$ cat src/rtl/stage2_id_ex_hazard_reg_pkg.sv
// Shared definitions for the stage 2 -> stage 3 pipeline register and its hazard logic.
// Field widths, branch/jump encodings and the all-zero bubble encoding live here.
package stage2_id_ex_hazard_reg_pkg;

    localparam int REG_ADDR_W = 5;
    localparam int ALUOP_W    = 5;
    localparam int BJ_W       = 4;

    typedef enum logic [BJ_W-1:0] {
        BJ_NONE = 4'd0,
        BJ_BEQ  = 4'd1,
        BJ_BNE  = 4'd2,
        BJ_BLT  = 4'd3,
        BJ_BGE  = 4'd4,
        BJ_BLTU = 4'd5,
        BJ_BGEU = 4'd6,
        BJ_JAL  = 4'd7,
        BJ_JALR = 4'd8
    } branch_jump_e;

    typedef struct packed {
        logic               regwrite_en;
        logic               mem_read;
        logic               mem_write;
        logic [ALUOP_W-1:0] aluop;
        logic               op1_sel;
        logic               op2_sel;
        logic [BJ_W-1:0]    branch_jump;
    } ex_ctrl_t;

    // Stage 3 forwarding has no x0 guard, so a bubble must carry a zero write address.
    localparam ex_ctrl_t                BUBBLE_CTRL       = '0;
    localparam logic [REG_ADDR_W-1:0]   BUBBLE_WRITE_ADDR = '0;

    function automatic ex_ctrl_t gate_ctrl(input logic valid, input ex_ctrl_t ctrl);
        return valid ? ctrl : BUBBLE_CTRL;
    endfunction

endpackage

$ cat src/rtl/stage2_load_use_detect.sv
// Combinational load-use hazard term: a load in EX whose destination is read by the ID instruction.
// A flush in the same cycle suppresses the stall because the ID instruction is being discarded.
module stage2_load_use_detect
    import stage2_id_ex_hazard_reg_pkg::*;
(
    input  logic                  ex_valid,
    input  logic                  ex_mem_read,
    input  logic                  ex_regwrite_en,
    input  logic [REG_ADDR_W-1:0] ex_write_addr,
    input  logic                  id_valid,
    input  logic                  id_uses_rs1,
    input  logic                  id_uses_rs2,
    input  logic [REG_ADDR_W-1:0] id_addr1,
    input  logic [REG_ADDR_W-1:0] id_addr2,
    input  logic                  flush,
    output logic                  lu_stall
);

    logic hit;
    logic ex_is_load;

    assign hit = (id_uses_rs1 && (id_addr1 == ex_write_addr)) ||
                 (id_uses_rs2 && (id_addr2 == ex_write_addr));

    assign ex_is_load = ex_valid && ex_mem_read && ex_regwrite_en &&
                        (ex_write_addr != '0);

    assign lu_stall = ex_is_load && id_valid && hit && !flush;

endmodule

$ cat src/rtl/stage2_id_ex_hazard_reg.sv
// ID/EX pipeline register with load-use bubble insertion, flush, memory-busy hold
// and a saturating count of upstream stall cycles.
module stage2_id_ex_hazard_reg
    import stage2_id_ex_hazard_reg_pkg::*;
#(
    parameter int DATA_WIDTH = 32,
    parameter int CNT_WIDTH  = 16
) (
    input  logic                  CLK,
    input  logic                  RESET,
    input  logic                  ID_VALID,
    input  logic [DATA_WIDTH-1:0] ID_PC,
    input  logic [DATA_WIDTH-1:0] ID_DATA1,
    input  logic [DATA_WIDTH-1:0] ID_DATA2,
    input  logic [DATA_WIDTH-1:0] ID_IMM,
    input  logic [REG_ADDR_W-1:0] ID_ADDR1,
    input  logic [REG_ADDR_W-1:0] ID_ADDR2,
    input  logic                  ID_USES_RS1,
    input  logic                  ID_USES_RS2,
    input  logic [REG_ADDR_W-1:0] ID_WRITE_ADDR,
    input  logic                  ID_REGWRITE_EN,
    input  logic                  ID_MEM_READ,
    input  logic                  ID_MEM_WRITE,
    input  logic [ALUOP_W-1:0]    ID_ALUOP,
    input  logic                  ID_OP1_SEL,
    input  logic                  ID_OP2_SEL,
    input  logic [BJ_W-1:0]       ID_BRANCH_JUMP,
    input  logic                  FLUSH,
    input  logic                  MEM_BUSY,
    output logic                  EX_VALID,
    output logic [DATA_WIDTH-1:0] EX_PC,
    output logic [DATA_WIDTH-1:0] EX_DATA1,
    output logic [DATA_WIDTH-1:0] EX_DATA2,
    output logic [DATA_WIDTH-1:0] EX_IMM,
    output logic [REG_ADDR_W-1:0] EX_ADDR1,
    output logic [REG_ADDR_W-1:0] EX_ADDR2,
    output logic [REG_ADDR_W-1:0] EX_WRITE_ADDR,
    output logic                  EX_REGWRITE_EN,
    output logic                  EX_MEM_READ,
    output logic                  EX_MEM_WRITE,
    output logic [ALUOP_W-1:0]    EX_ALUOP,
    output logic                  EX_OP1_SEL,
    output logic                  EX_OP2_SEL,
    output logic [BJ_W-1:0]       EX_BRANCH_JUMP,
    output logic                  LU_STALL,
    output logic                  STALL_UPSTREAM,
    output logic [CNT_WIDTH-1:0]  STALL_COUNT
);

    logic                  valid_q;
    logic [DATA_WIDTH-1:0] pc_q;
    logic [DATA_WIDTH-1:0] data1_q;
    logic [DATA_WIDTH-1:0] data2_q;
    logic [DATA_WIDTH-1:0] imm_q;
    logic [REG_ADDR_W-1:0] addr1_q;
    logic [REG_ADDR_W-1:0] addr2_q;
    logic [REG_ADDR_W-1:0] write_addr_q;
    ex_ctrl_t              ctrl_q;
    logic [CNT_WIDTH-1:0]  count_q;

    ex_ctrl_t id_ctrl;
    logic     lu_stall;
    logic     bubble;

    assign id_ctrl = '{
        regwrite_en: ID_REGWRITE_EN,
        mem_read:    ID_MEM_READ,
        mem_write:   ID_MEM_WRITE,
        aluop:       ID_ALUOP,
        op1_sel:     ID_OP1_SEL,
        op2_sel:     ID_OP2_SEL,
        branch_jump: ID_BRANCH_JUMP
    };

    stage2_load_use_detect u_load_use_detect (
        .ex_valid       (valid_q),
        .ex_mem_read    (ctrl_q.mem_read),
        .ex_regwrite_en (ctrl_q.regwrite_en),
        .ex_write_addr  (write_addr_q),
        .id_valid       (ID_VALID),
        .id_uses_rs1    (ID_USES_RS1),
        .id_uses_rs2    (ID_USES_RS2),
        .id_addr1       (ID_ADDR1),
        .id_addr2       (ID_ADDR2),
        .flush          (FLUSH),
        .lu_stall       (lu_stall)
    );

    assign bubble         = FLUSH || lu_stall;
    assign LU_STALL       = lu_stall;
    assign STALL_UPSTREAM = MEM_BUSY || lu_stall;

    always_ff @(posedge CLK or negedge RESET) begin
        if (!RESET) begin
            valid_q      <= 1'b0;
            pc_q         <= '0;
            data1_q      <= '0;
            data2_q      <= '0;
            imm_q        <= '0;
            addr1_q      <= '0;
            addr2_q      <= '0;
            write_addr_q <= BUBBLE_WRITE_ADDR;
            ctrl_q       <= BUBBLE_CTRL;
            count_q      <= '0;
        end else begin
            if (STALL_UPSTREAM && (count_q != '1)) begin
                count_q <= count_q + CNT_WIDTH'(1);
            end
            // A busy memory freezes stage 3 entirely; flush and load-use wait until it clears.
            if (!MEM_BUSY) begin
                if (bubble) begin
                    valid_q      <= 1'b0;
                    pc_q         <= '0;
                    data1_q      <= '0;
                    data2_q      <= '0;
                    imm_q        <= '0;
                    addr1_q      <= '0;
                    addr2_q      <= '0;
                    write_addr_q <= BUBBLE_WRITE_ADDR;
                    ctrl_q       <= BUBBLE_CTRL;
                end else begin
                    valid_q      <= ID_VALID;
                    pc_q         <= ID_PC;
                    data1_q      <= ID_DATA1;
                    data2_q      <= ID_DATA2;
                    imm_q        <= ID_IMM;
                    addr1_q      <= ID_ADDR1;
                    addr2_q      <= ID_ADDR2;
                    write_addr_q <= ID_WRITE_ADDR;
                    ctrl_q       <= gate_ctrl(ID_VALID, id_ctrl);
                end
            end
        end
    end

    assign EX_VALID       = valid_q;
    assign EX_PC          = pc_q;
    assign EX_DATA1       = data1_q;
    assign EX_DATA2       = data2_q;
    assign EX_IMM         = imm_q;
    assign EX_ADDR1       = addr1_q;
    assign EX_ADDR2       = addr2_q;
    assign EX_WRITE_ADDR  = write_addr_q;
    assign EX_REGWRITE_EN = ctrl_q.regwrite_en;
    assign EX_MEM_READ    = ctrl_q.mem_read;
    assign EX_MEM_WRITE   = ctrl_q.mem_write;
    assign EX_ALUOP       = ctrl_q.aluop;
    assign EX_OP1_SEL     = ctrl_q.op1_sel;
    assign EX_OP2_SEL     = ctrl_q.op2_sel;
    assign EX_BRANCH_JUMP = ctrl_q.branch_jump;
    assign STALL_COUNT    = count_q;

endmodule

$ cat config.mk
export PLATFORM = sky130hd
export DESIGN_NAME = stage2_id_ex_hazard_reg
export DESIGN_NICKNAME = d
export VERILOG_FILES = /design/src/rtl/stage2_id_ex_hazard_reg_pkg.sv /design/src/rtl/stage2_load_use_detect.sv /design/src/rtl/stage2_id_ex_hazard_reg.sv
export SDC_FILE = /design/constraint.sdc
export NUM_CORES = 1
export LEC_CHECK = 0
export BUFFER_PORTS_ARGS = -buffer_cell sky130_fd_sc_hd__buf_4
export CAP_MARGIN = 15
export CORE_MARGIN = 2
export CORE_UTILIZATION = 35
export CTS_CLUSTER_DIAMETER = 30
export CTS_CLUSTER_SIZE = 25
export DETAILED_ROUTE_END_ITERATION = 6
export PLACE_DENSITY = 0.76
export SYNTH_ARGS = -nofsm -noshare
export SYNTH_HDL_FRONTEND = slang
export SYNTH_SLANG_ARGS = --single-unit
$ cat constraint.sdc
create_clock -name CLK -period 1.8 [get_ports CLK]
set_clock_uncertainty 0.1 [all_clocks]
set_input_delay 0 -clock CLK [delete_from_list [all_inputs] [get_ports CLK]]
set_output_delay 0 -clock CLK [all_outputs]
set_load 0.02 [all_outputs]
==> flow_summary.json <==
{
  "path_depth": 8,
  "grt_max_degree": 159,
  "hpwl_um": 14300,
  "ir_worst_vdd_uv": 818,
  "synth_top_area_cell": "dfrtp_1",
  "rsz0062_at_grt": "yes",
  "drive_above_1_share_pct": 48.0,
  "grtUsageTotal_pct": 25.6,
  "cts.sink_count": 174,
  "p_leak_nw": 6.25,
  "hold_viol": 0,
  "required_ps": 2050,
  "final_common_cell": "buf_4",
  "synth_area_leaders": "dfrtp_1, a22o_1, xor2_1",
  "grt_pass1_wl_um": 39000,
  "critPathLaunchType": "flip-flop",
  "dieHeight_um": 140,
  "ys_seq_area_share_pct": 67.7,
  "nFillCells": 1159,
  "final_area_um2": 12600,
  "antenna_left": 0,
  "viasPerCell": 5.09,
  "ys_warn_count": 0,
  "setup_slack_ps": -244,
  "finalCriticalPeriod_ps": 2040,
  "synth.distinct_cells": 25,
  "fin_crit_sh_pct": 114,
  "grt-ovfl-total": 0,
  "r2r_slack_ps": -240,
  "post_drt_wl_per_cell_um": 20.6,
  "layout.nets": 1161,
  "dpl_worst_slack_ps": -259,
  "status": "finished, violations left",
  "placed_area_um2": 9600,
  "vias": 6304,
  "dp.cells": 1018,
  "end_kind": "flip-flop",
  "cts_tree": "yes",
  "path_common_cell": "buf_6",
  "setup_violations": 173,
  "min_path_type": "primary input to flip-flop",
  "areaGrowthSynthToFinish_pct": 95.6,
  "syn_area_per_cell_um2": 14.4,
  "io_pins": 340,
  "numCtsBuffers": 17,
  "reg2reg_depth": 8,
  "cpLargestDelayFamily": "compound AO/OA/AOI/OAI gates",
  "start_util_pct": 35.7,
  "arrival_ps": 2290,
  "crit_slowest_cell": "dfrtp_2",
  "cts_root_buf": "clkbuf_16",
  "synth_cells": 446,
  "clk_path_buf_depth": 2,
  "fmax_ghz": 0.489,
  "dr.pass1.iters": 4,
  "holdPathStages": 4,
  "ys_ff_latch": 174,
  "setup-tns-final_ps": -25900,
  "fin_cells": 1239,
  "htree_num_levels": 4,
  "critPathMaxFanout": 8,
  "first_global_vias": 7004,
  "violations": "setup timing",
  "tightest_slew_ps": 744,
  "max_cap_viol_count": 0,
  "path_class": "flip-flop to flip-flop",
  "slew_headroom_pct": 50.4,
  "clk_latency_ps": 430,
  "clk_pin_slew_ps": 70,
  "wirelength_um": 25500,
  "synthesis.nets": 611,
  "die_area_um2": 19500,
  "final_cell_mix": "buf_4, dfrtp_1, dlygate4sd3_1, a22o_1",
  "io_buffers": 339,
  "utilization_pct": 69.8,
  "route.detailed.drc": 0,
  "timing.final.max_slew_violations": 0,
  "rows": 49,
  "core_area_um2": 18000,
  "die_x_um": 140,
  "powerDensity_nw_per_um2": 912,
  "drt_iter0_drc": 282,
  "gp_congestion": 0.765,
  "syn-cell-area_um2": 6430,
  "yosysTopAreaCellShare_pct": 67.7,
  "cp_cell_sequence": "xnor2_2, nand4_1, o22ai_4, a211oi_4, buf_6, buf_6, buf_16, a22o_1",
  "antenna_found_initial": 1,
  "worst-path-buf-inv": 3,
  "slowest_delay_ps": 450
}
==> registers in the layout, indices dropped and copies added, names as in the netlist, 4 cells and up <==
| register | cells |
|---|---|
| EX_ADDR2 | 5 |
| EX_BRANCH_JUMP | 4 |
| EX_ADDR1 | 5 |
| EX_ALUOP | 5 |
| EX_DATA2 | 32 |
| STALL_COUNT | 16 |
| EX_DATA1 | 32 |
| EX_PC | 32 |
| EX_WRITE_ADDR | 5 |
| EX_IMM | 32 |
==> worst reg2reg max path, delay by kind of cell (launching register included) <==
kind,cells,cell delay (ps)
compound gates,3,650
buf+inv,3,470
flops,1,450
simple gates,1,160
xor+xnor,1,150
==> synthesized netlist by cell type <==
master and instances:
o22ai_2 1, a21oi_1 2, xor2_1 14, a211oi_2 1
nor2b_1 1, nor3b_1 1, and2_1 2, nand4_1 3
and3_1 1, nand2_1 11, nor4_1 7, nor3_1 5
a21o_1 1, clkbuf_1 25, mux2_2 2, a22o_1 157
buf_2 4, nand3_1 6, nor2_1 5, inv_1 1
dfrtp_1 174, nor4b_1 3, ha_1 1, xnor2_1 10
buf_4 8
==> report_power, final <==
group / internal, mW / leakage, nW / switching (mW)
clock network: 2.24 / 0.303 / 1.71
logic: 1.55 / 3.70 / 1.39
registers: 4.29 / 2.25 / 0.291
==> layer usage <==
layer	global-route usage, %	up-vias	wire (um)
li1	-	2804	-
met3	5.88	55	1500
met2	45.7	276	13500
met5	0	-	0
met4	10.5	0	858
met1	29.8	3169	9660
==> logic make-up (layout without fill, tap and decap cells) <==
logic type	after synthesis	after routing	synth area share [%]
fa+ha+maj	1	1	0.195
xor+xnor	24	24	3.27
simple gates	45	45	3.68
mux	2	2	0.350
buf+inv	38	601	2.76
compound gates	162	162	22.0
other cells	0	1	0
flops	174	174	67.7
==> through the flow <==
| step | total power, mW | hold WS (ps) |
|---|---|---|
| floorplan | 5.65 | -396 |
| global placement | 6.94 | -63.7 |
| detailed placement | 6.99 | -61.2 |
| CTS | 11.4 | 51.8 |
| global route | 11.9 | 31.4 |
| finish | 11.5 | 30.1 |
==> final cells by class <==
cell class,count,area [um^2],area share (%)
Antenna cell,1,2.50,0.0199
Inverter,1,8.76,0.0696
Clock inverter,15,200,1.59
Multi-Input combinational cell,234,2210,17.6
Tap cell,229,287,2.28
Sequential cell,174,4370,34.7
Clock buffer,17,425,3.38
Timing Repair Buffer,568,5080,40.4
==> repair_timing <==
| action | CTS | global route |
|---|---|---|
| endpoints found under the setup margin | 173 | 176 |
| setup buffers | 15 | 8 |
| gates resized for setup | 55 | 29 |
| endpoints found under the hold margin | 332 | 0 |
| pin swaps | 33 | 30 |
| hold buffers | 159 | 0 |
| gates cloned | 11 | 6 |
==> worst paths after layout <==
kind	startpoint	to
setup / recovery	EX_WRITE_ADDR[3]	EX_IMM[5]
hold / removal	FLUSH	EX_ADDR1[0]
setup reg to reg	EX_WRITE_ADDR[3]	EX_IMM[5]
hold reg to reg	STALL_COUNT[15]	STALL_COUNT[15]
max in group asynchronous	RESET	STALL_COUNT[7]
min in group asynchronous	RESET	EX_DATA1[30]
No activity file was read; power rests on OpenSTA's default activity.
